--- config.mk ---
export PLATFORM = sky130hd
export DESIGN_NAME = pipe_stage_reg
export DESIGN_NICKNAME = d
export VERILOG_FILES = /design/src/rtl/pipe_pkg.sv /design/src/rtl/pipe_stage_slot.sv /design/src/rtl/pipe_stage_reg.sv
export SDC_FILE = /design/constraint.sdc
export NUM_CORES = 1
export LEC_CHECK = 0
export BUFFER_PORTS_ARGS = -buffer_cell sky130_fd_sc_hd__buf_2
export CAP_MARGIN = 20
export CORE_AREA = 3 3 167 169
export CTS_CLUSTER_DIAMETER = 80
export CTS_CLUSTER_SIZE = 12
export DETAILED_ROUTE_END_ITERATION = 8
export DIE_AREA = 0 0 170 172
export PLACE_DENSITY_LB_ADDON = 0.25
export SLEW_MARGIN = 20
export SYNTH_ARGS = -nofsm -noshare
export SYNTH_HDL_FRONTEND = slang
export SYNTH_SLANG_ARGS = --single-unit
--- constraint.sdc ---
create_clock -name clk -period 8.6 [get_ports clk]
set_input_delay 1.72 -clock clk [delete_from_list [all_inputs] [get_ports clk]]
set_output_delay 1.72 -clock clk [all_outputs]
set_load 0.02 [all_outputs]
--- src/rtl/pipe_pkg.sv ---
// Shared definitions for the pipeline stage register: control-field layout,
// default control width and a saturating counter helper.
package pipe_pkg;

    // Default width of the opaque control field carried by each stage.
    localparam int CTRL_W = 12;

    // Full decoded control bundle. It spans 13 bits, so a core carrying every
    // field instantiates the stage register with CTRL_W = CTRL_FIELDS_W.
    typedef struct packed {
        logic       reg_write;
        logic [1:0] mem_to_reg;
        logic       branch;
        logic       mem_read;
        logic       mem_write;
        logic       jump;
        logic [1:0] reg_dst;
        logic       alu_src;
        logic [2:0] alu_op;
    } ctrl_fields_t;

    localparam int CTRL_FIELDS_W  = $bits(ctrl_fields_t);
    localparam int ALU_OP_LSB     = 0;
    localparam int ALU_SRC_BIT    = 3;
    localparam int REG_DST_LSB    = 4;
    localparam int JUMP_BIT       = 6;
    localparam int MEM_WRITE_BIT  = 7;
    localparam int MEM_READ_BIT   = 8;
    localparam int BRANCH_BIT     = 9;
    localparam int MEM_TO_REG_LSB = 10;
    localparam int REG_WRITE_BIT  = 12;

    function automatic logic [15:0] sat_inc16(input logic [15:0] v);
        return (v == 16'hFFFF) ? v : v + 16'd1;
    endfunction

endpackage

--- src/rtl/pipe_stage_slot.sv ---
// One pipeline stage: valid/ctrl/payload registers with hold, kill and
// optional payload clearing on kill.
module pipe_stage_slot #(
    parameter int CTRL_W     = 12,
    parameter int DATA_W     = 192,
    parameter bit CLEAR_DATA = 1'b0
) (
    input  logic              clk,
    input  logic              rst,
    input  logic              hold,
    input  logic              kill,
    input  logic              valid_d,
    input  logic [CTRL_W-1:0] ctrl_d,
    input  logic [DATA_W-1:0] data_d,
    output logic              valid_q,
    output logic [CTRL_W-1:0] ctrl_q,
    output logic [DATA_W-1:0] data_q
);

    // NOTE: non-blocking assignments so each stage samples its neighbour's pre-edge value.
    always_ff @(posedge clk or posedge rst) begin
        if (rst) begin
            valid_q <= 1'b0;
            ctrl_q  <= '0;
            data_q  <= '0;
        end else if (kill) begin
            // Kill wins over hold; the payload still tracks the normal capture path.
            valid_q <= 1'b0;
            ctrl_q  <= '0;
            if (CLEAR_DATA)
                data_q <= '0;
            else if (!hold)
                data_q <= data_d;
        end else if (!hold) begin
            valid_q <= valid_d;
            ctrl_q  <= valid_d ? ctrl_d : '0;
            data_q  <= data_d;
        end
    end

endmodule

--- src/rtl/pipe_stage_reg.sv ---
// Parameterised chain of pipeline stage slots with per-stage kill, global
// stall, occupancy count and a saturating bubble counter on stage 0.
module pipe_stage_reg #(
    parameter int CTRL_W     = pipe_pkg::CTRL_W,
    parameter int DATA_W     = 192,
    parameter int DEPTH      = 1,
    parameter bit CLEAR_DATA = 1'b0
) (
    input  logic                       clk,
    input  logic                       rst,
    input  logic                       stall,
    input  logic [DEPTH-1:0]           kill,
    input  logic                       valid_in,
    input  logic [CTRL_W-1:0]          ctrl_in,
    input  logic [DATA_W-1:0]          data_in,
    output logic                       valid_out,
    output logic [CTRL_W-1:0]          ctrl_out,
    output logic [DATA_W-1:0]          data_out,
    output logic [$clog2(DEPTH+1)-1:0] occupancy,
    output logic [15:0]                bubble_cnt
);

    localparam int OCC_W = $clog2(DEPTH + 1);

    logic [DEPTH-1:0]  stage_valid;
    logic [CTRL_W-1:0] stage_ctrl [DEPTH];
    logic [DATA_W-1:0] stage_data [DEPTH];

    for (genvar i = 0; i < DEPTH; i++) begin : g_stage
        logic              valid_d;
        logic [CTRL_W-1:0] ctrl_d;
        logic [DATA_W-1:0] data_d;

        if (i == 0) begin : g_head
            assign valid_d = valid_in;
            assign ctrl_d  = ctrl_in;
            assign data_d  = data_in;
        end else begin : g_body
            assign valid_d = stage_valid[i-1];
            assign ctrl_d  = stage_ctrl[i-1];
            assign data_d  = stage_data[i-1];
        end

        pipe_stage_slot #(
            .CTRL_W    (CTRL_W),
            .DATA_W    (DATA_W),
            .CLEAR_DATA(CLEAR_DATA)
        ) u_slot (
            .clk    (clk),
            .rst    (rst),
            .hold   (stall),
            .kill   (kill[i]),
            .valid_d(valid_d),
            .ctrl_d (ctrl_d),
            .data_d (data_d),
            .valid_q(stage_valid[i]),
            .ctrl_q (stage_ctrl[i]),
            .data_q (stage_data[i])
        );
    end

    assign valid_out = stage_valid[DEPTH-1];
    assign ctrl_out  = stage_ctrl[DEPTH-1];
    assign data_out  = stage_data[DEPTH-1];

    always_comb begin
        occupancy = '0;
        for (int i = 0; i < DEPTH; i++)
            occupancy = occupancy + OCC_W'(stage_valid[i]);
    end

    // A stalled stage 0 captures nothing, so a kill under stall is not a new bubble.
    always_ff @(posedge clk or posedge rst) begin
        if (rst)
            bubble_cnt <= '0;
        else if (!stall && (!valid_in || kill[0]))
            bubble_cnt <= pipe_pkg::sat_inc16(bubble_cnt);
    end

endmodule

### Word level (Yosys, flattened, before mapping)

Index checks and enable logic that the tools add are counted.

| storage, ports and cells | value |
|---|---|
| bits in registers | 221 |
| bits of input ports | 209 |
| output and inout bits | 222 |
| word-level logic and storage cells | 18 |

| cells by class | value |
|---|---|
| add/sub/neg operators | 1 |
| equality and inequality tests | 2 |
| multiplexer cells | 5 |
| bitwise gates (word level) | 1 |
| reduce and logical (&&, ||, !) cells | 5 |

Operators by type and width:

| operator | number |
|---|---|
| two-way mux 12 bit | 3 |
| adder 16 x 1 -> 16 bit (second input constant) | 1 |
| equality test 16 bit (second input constant) | 1 |
| zero test 1 bit | 2 |
| two-way mux 1 bit | 2 |
| != test 2 x 1 -> 1 bit (second input constant) | 1 |
| AND reduction 2 bit | 1 |
| logical AND 1 bit | 1 |
| logical OR 1 bit | 1 |
| NOT 1 bit | 1 |

### Depth between registers and ports, before layout

| logic depth | value |
|---|---|
| depth after elaboration | 4 |
| mapped depth | 5 |
| gate-level depth less buffers | 5 |

### By module

A second synthesis with hierarchy kept.

| unflattened totals | value |
|---|---|
| cell total of the unflattened synthesis | 530 |
| area, all modules | 9,312.7 um^2 |

By module, submodules not included:

| module | instances | cells each | area each (um^2) | sequential area each (um^2) |
|---|---|---|---|---|
| pipe_stage_slot | 1 | 455 | 8,476.9 | 5,129.9 |
| pipe_stage_reg | 1 | 75 | 835.8 | 400.4 |

### Worst setup path after synthesis

Ideal clock, no wire load.

| timing path | value |
|---|---|
| kind | in2reg |
| start | input stall |
| end | register g_stage[0].u_slot.data_q[0] |
| setup time | 0.125 ns |
| arrival | 2.669 ns |
| required time | 8.475 ns |
| setup slack | 5.807 ns |
| stages on the path | 4 |
| path buffers | 3 |
| cells stage by stage | buf_2 > clkbuf_1 > buf_2 > mux2_2 |

RTL lines:

| element | line | source |
|---|---|---|
| start: declaration | pipe_stage_reg.sv:11 | `input logic stall,` |
| end signal: assignment | pipe_stage_slot.sv:33 | `data_q <= data_d;` |
| end signal: assignment | pipe_stage_slot.sv:37 | `data_q <= data_d;` |
| end: declaration | pipe_stage_slot.sv:17 | `output logic [DATA_W-1:0] data_q` |

No word-level cell between the ends.

### Worst setup path after layout

| timing path | value |
|---|---|
| start | input stall |
| end | register g_stage[0].u_slot.data_q[116] |

No word-level cell between the ends.

==> reports/results.ini <==
[drt]
wl_met3_um=1980
highest_layer=met5
via_per_inst=4.53
met2WireLength_um=11300
drt_wl_total_um=22200
wl_per_cell_um=17.1
drt-met1-wl_um=8620
drc=0
vias=5877
first_pass_iters=5
ant_nets=0
drtIter0Drc=211

[power_and_ir_drop]
power-per-cell-area_mw_per_mm2=225
ir_drop_mv=0.122
power.leakage_uw=0.00564

[clocking]
clk_pin_slew_worst_paths_ns=0.06
htreeDepth=1
root_buffer=clkbuf_16
clock_path_buffers=3
ctsHoldBuffers=0
insertion_delay_ns=0.50
cts_buffers=22
cts_tree=yes
cts_resized=0
clkSinkCount=221
cts_setup_buffers=0

[setup_path]
r2r_slack_ns=6.72
worstPathMaxFanout=80
worstPathRequired_ns=8.99
worst_setup_path_start_kind=input pin
worstPathArrival_ns=3.45
end_kind=flop
worstSetupPathType=input pin to flop

[timing]
fmax_mhz=326
fin_tns_setup_ns=0
finalHoldViolations=0
period_share_pct=35.6
maxSlewHeadroom_pct=31.6
slew_violations=0
fin_worst_skew_ns=0.00376
worst_slew_pin_slew_ns=1.03
setup_viol=0
hold_ws_ns=0.497
rsz0062_at_grt=false
fin_crit_ns=3.07

[floorplan]
die_w_um=170
ioPinCount=431
initial_core_util_pct=31.4
die_h_um=172
fp-row-count=60
die-area_mm2=0.0292
core_area_mm2=0.0267

[final_layout]
fin_area_mm2=0.0115
drive_gt1_share_pct=69.3
multi_input_comb_area_mm2=0.00272
antenna_cells=0
num-fill-cells=2565
seq_area_mm2=0.00553
syn_to_final_growth_pct=37.1
fin_nets=1166

[grt]
grt_pass1_wl_um=32700
antenna_found_initial=1
track_usage_pct=13.8
grt.overflow.total=0
grt_max_degree=94
grt_pass1_vias=5822

[logic_synthesis]
synth_area_per_cell_um2=16.0
synth_area_leaders=dfrtp_1 (66%), mux2_2 (26%), buf_2 (1.3%)
syn-cell-area_mm2=0.00838
ys.flop_type=dfrtp_1
ys_ff_latch=221
synth_edf_count=0
yosysUniqueCellTypes=33
async_reset_ff_share_pct=100
netlist.area_leader.share_pct=66.0
seq_area_frac_synth_pct=66.0
yosys.area.top_type=dfrtp_1
synth_cells=524
yosysWarnings=0
synth_fp_nets=734

[status]
status=complete, no violations

[placed_design]
place.gp.congestion=0.743
postPlaceCellArea_mm2=0.0109
hpwl_um=16400
port_buffers=430

[flow_run]
cap_violations=0

[min_path]
hp-class=flop to flop

==> per-stage QoR <==
stage,setup slack (ns),util [%],power (uW),instances
after floorplan,0.831,-,1520,524
after CTS,5.55,43.0,2630,1298
after global placement,5.02,40.7,1730,1273
after detailed placement,5.03,40.7,1740,1273
after global routing,5.48,43.0,2720,1298
final,5.53,43.0,2580,1298
==> power breakdown <==
group / total, uW / switching, uW / internal (uW)
clock network: 877 / 377 / 500
registers: 1210 / 65.1 / 1150
logic: 494 / 284 / 209
==> flip-flops by register name, summed over array words and instances (netlist names) <==
name,cells
g_stage.u_slot.data_q,192
bubble_cnt,16
g_stage.u_slot.ctrl_q,12
g_stage.u_slot.valid_q,1
==> cell usage in the layout, fill, tap and decap left out, types with 2 or more instances in the layout <==
cell / count
a21oi_1: 3
dfrtp_1: 221
nand2_1: 2
clkbuf_16: 23
nand3_1: 6
nor2b_1: 2
nor3_2: 2
xnor2_1: 9
a31oi_1: 4
a22oi_1: 12
buf_4: 4
nor2_1: 15
mux2_2: 193
and3_1: 7
buf_2: 429
nand4_1: 6
==> routing by layer <==
metal / vias to the layer above / GRT usage, %
li1: 2720 / -
met4: 2 / 3.53
met5: - / 0
met2: 245 / 24.1
met1: 2885 / 16.6
met3: 25 / 4.53
==> kinds of logic (layout without fill, tap and decap cells) <==
| logic type | count (synthesis) | in the layout | share of synthesized area (%) |
|---|---|---|---|
| buffers and inverters | 27 | 460 | 1.57 |
| AOI/OAI and AO/OA | 22 | 22 | 1.84 |
| muxes | 194 | 194 | 26.1 |
| and+or+nand+nor | 50 | 50 | 3.42 |
| xor gates and xnor gates | 9 | 9 | 0.940 |
| adders and majority gates | 1 | 1 | 0.149 |
| DFF | 221 | 221 | 66.0 |
==> path summary, 6_finish.rpt <==
check	start	to	depth (start not counted)
worst max register to register	bubble_cnt[0]$_DFFE_PP0P_	bubble_cnt[1]$_DFFE_PP0P_	5
max in group asynchronous	rst	g_stage[0].u_slot.data_q[27]$_DFFE_PP0N_	3
min in group asynchronous	rst	g_stage[0].u_slot.data_q[167]$_DFFE_PP0N_	2
worst max-delay path	stall	g_stage[0].u_slot.data_q[116]$_DFFE_PP0N_	3
worst min-delay path	g_stage[0].u_slot.data_q[146]$_DFFE_PP0N_	g_stage[0].u_slot.data_q[146]$_DFFE_PP0N_	1
worst min register to register	g_stage[0].u_slot.data_q[146]$_DFFE_PP0N_	g_stage[0].u_slot.data_q[146]$_DFFE_PP0N_	1
==> synthesized netlist by cell type (2+ instances only) <==
cell	number
a22oi_1	12
clkbuf_1	3
a31oi_1	4
xnor2_1	9
nand3_1	6
nand2_1	2
mux2_2	193
nor3_2	2
and3_1	7
buf_2	21
nor2b_1	2
a21oi_1	3
dfrtp_1	221
nor2_1	15
nand4_1	6
==> worst max-delay path, cell delays in order <==
cell,delay (ns)
clkbuf_8,0.37
buf_4,0.83
mux2_2,0.43
==> layout make-up <==
cell class                 instances  area share, %
clock buffer                      23           5.01
clock inverter                     2          0.305
inverter                           1         0.0980
multi-input combinational        276           23.7
sequential                       221           48.1
tap                              341           3.71
timing repair buffer             434           19.1
No activity file was read; power rests on OpenSTA's default activity.
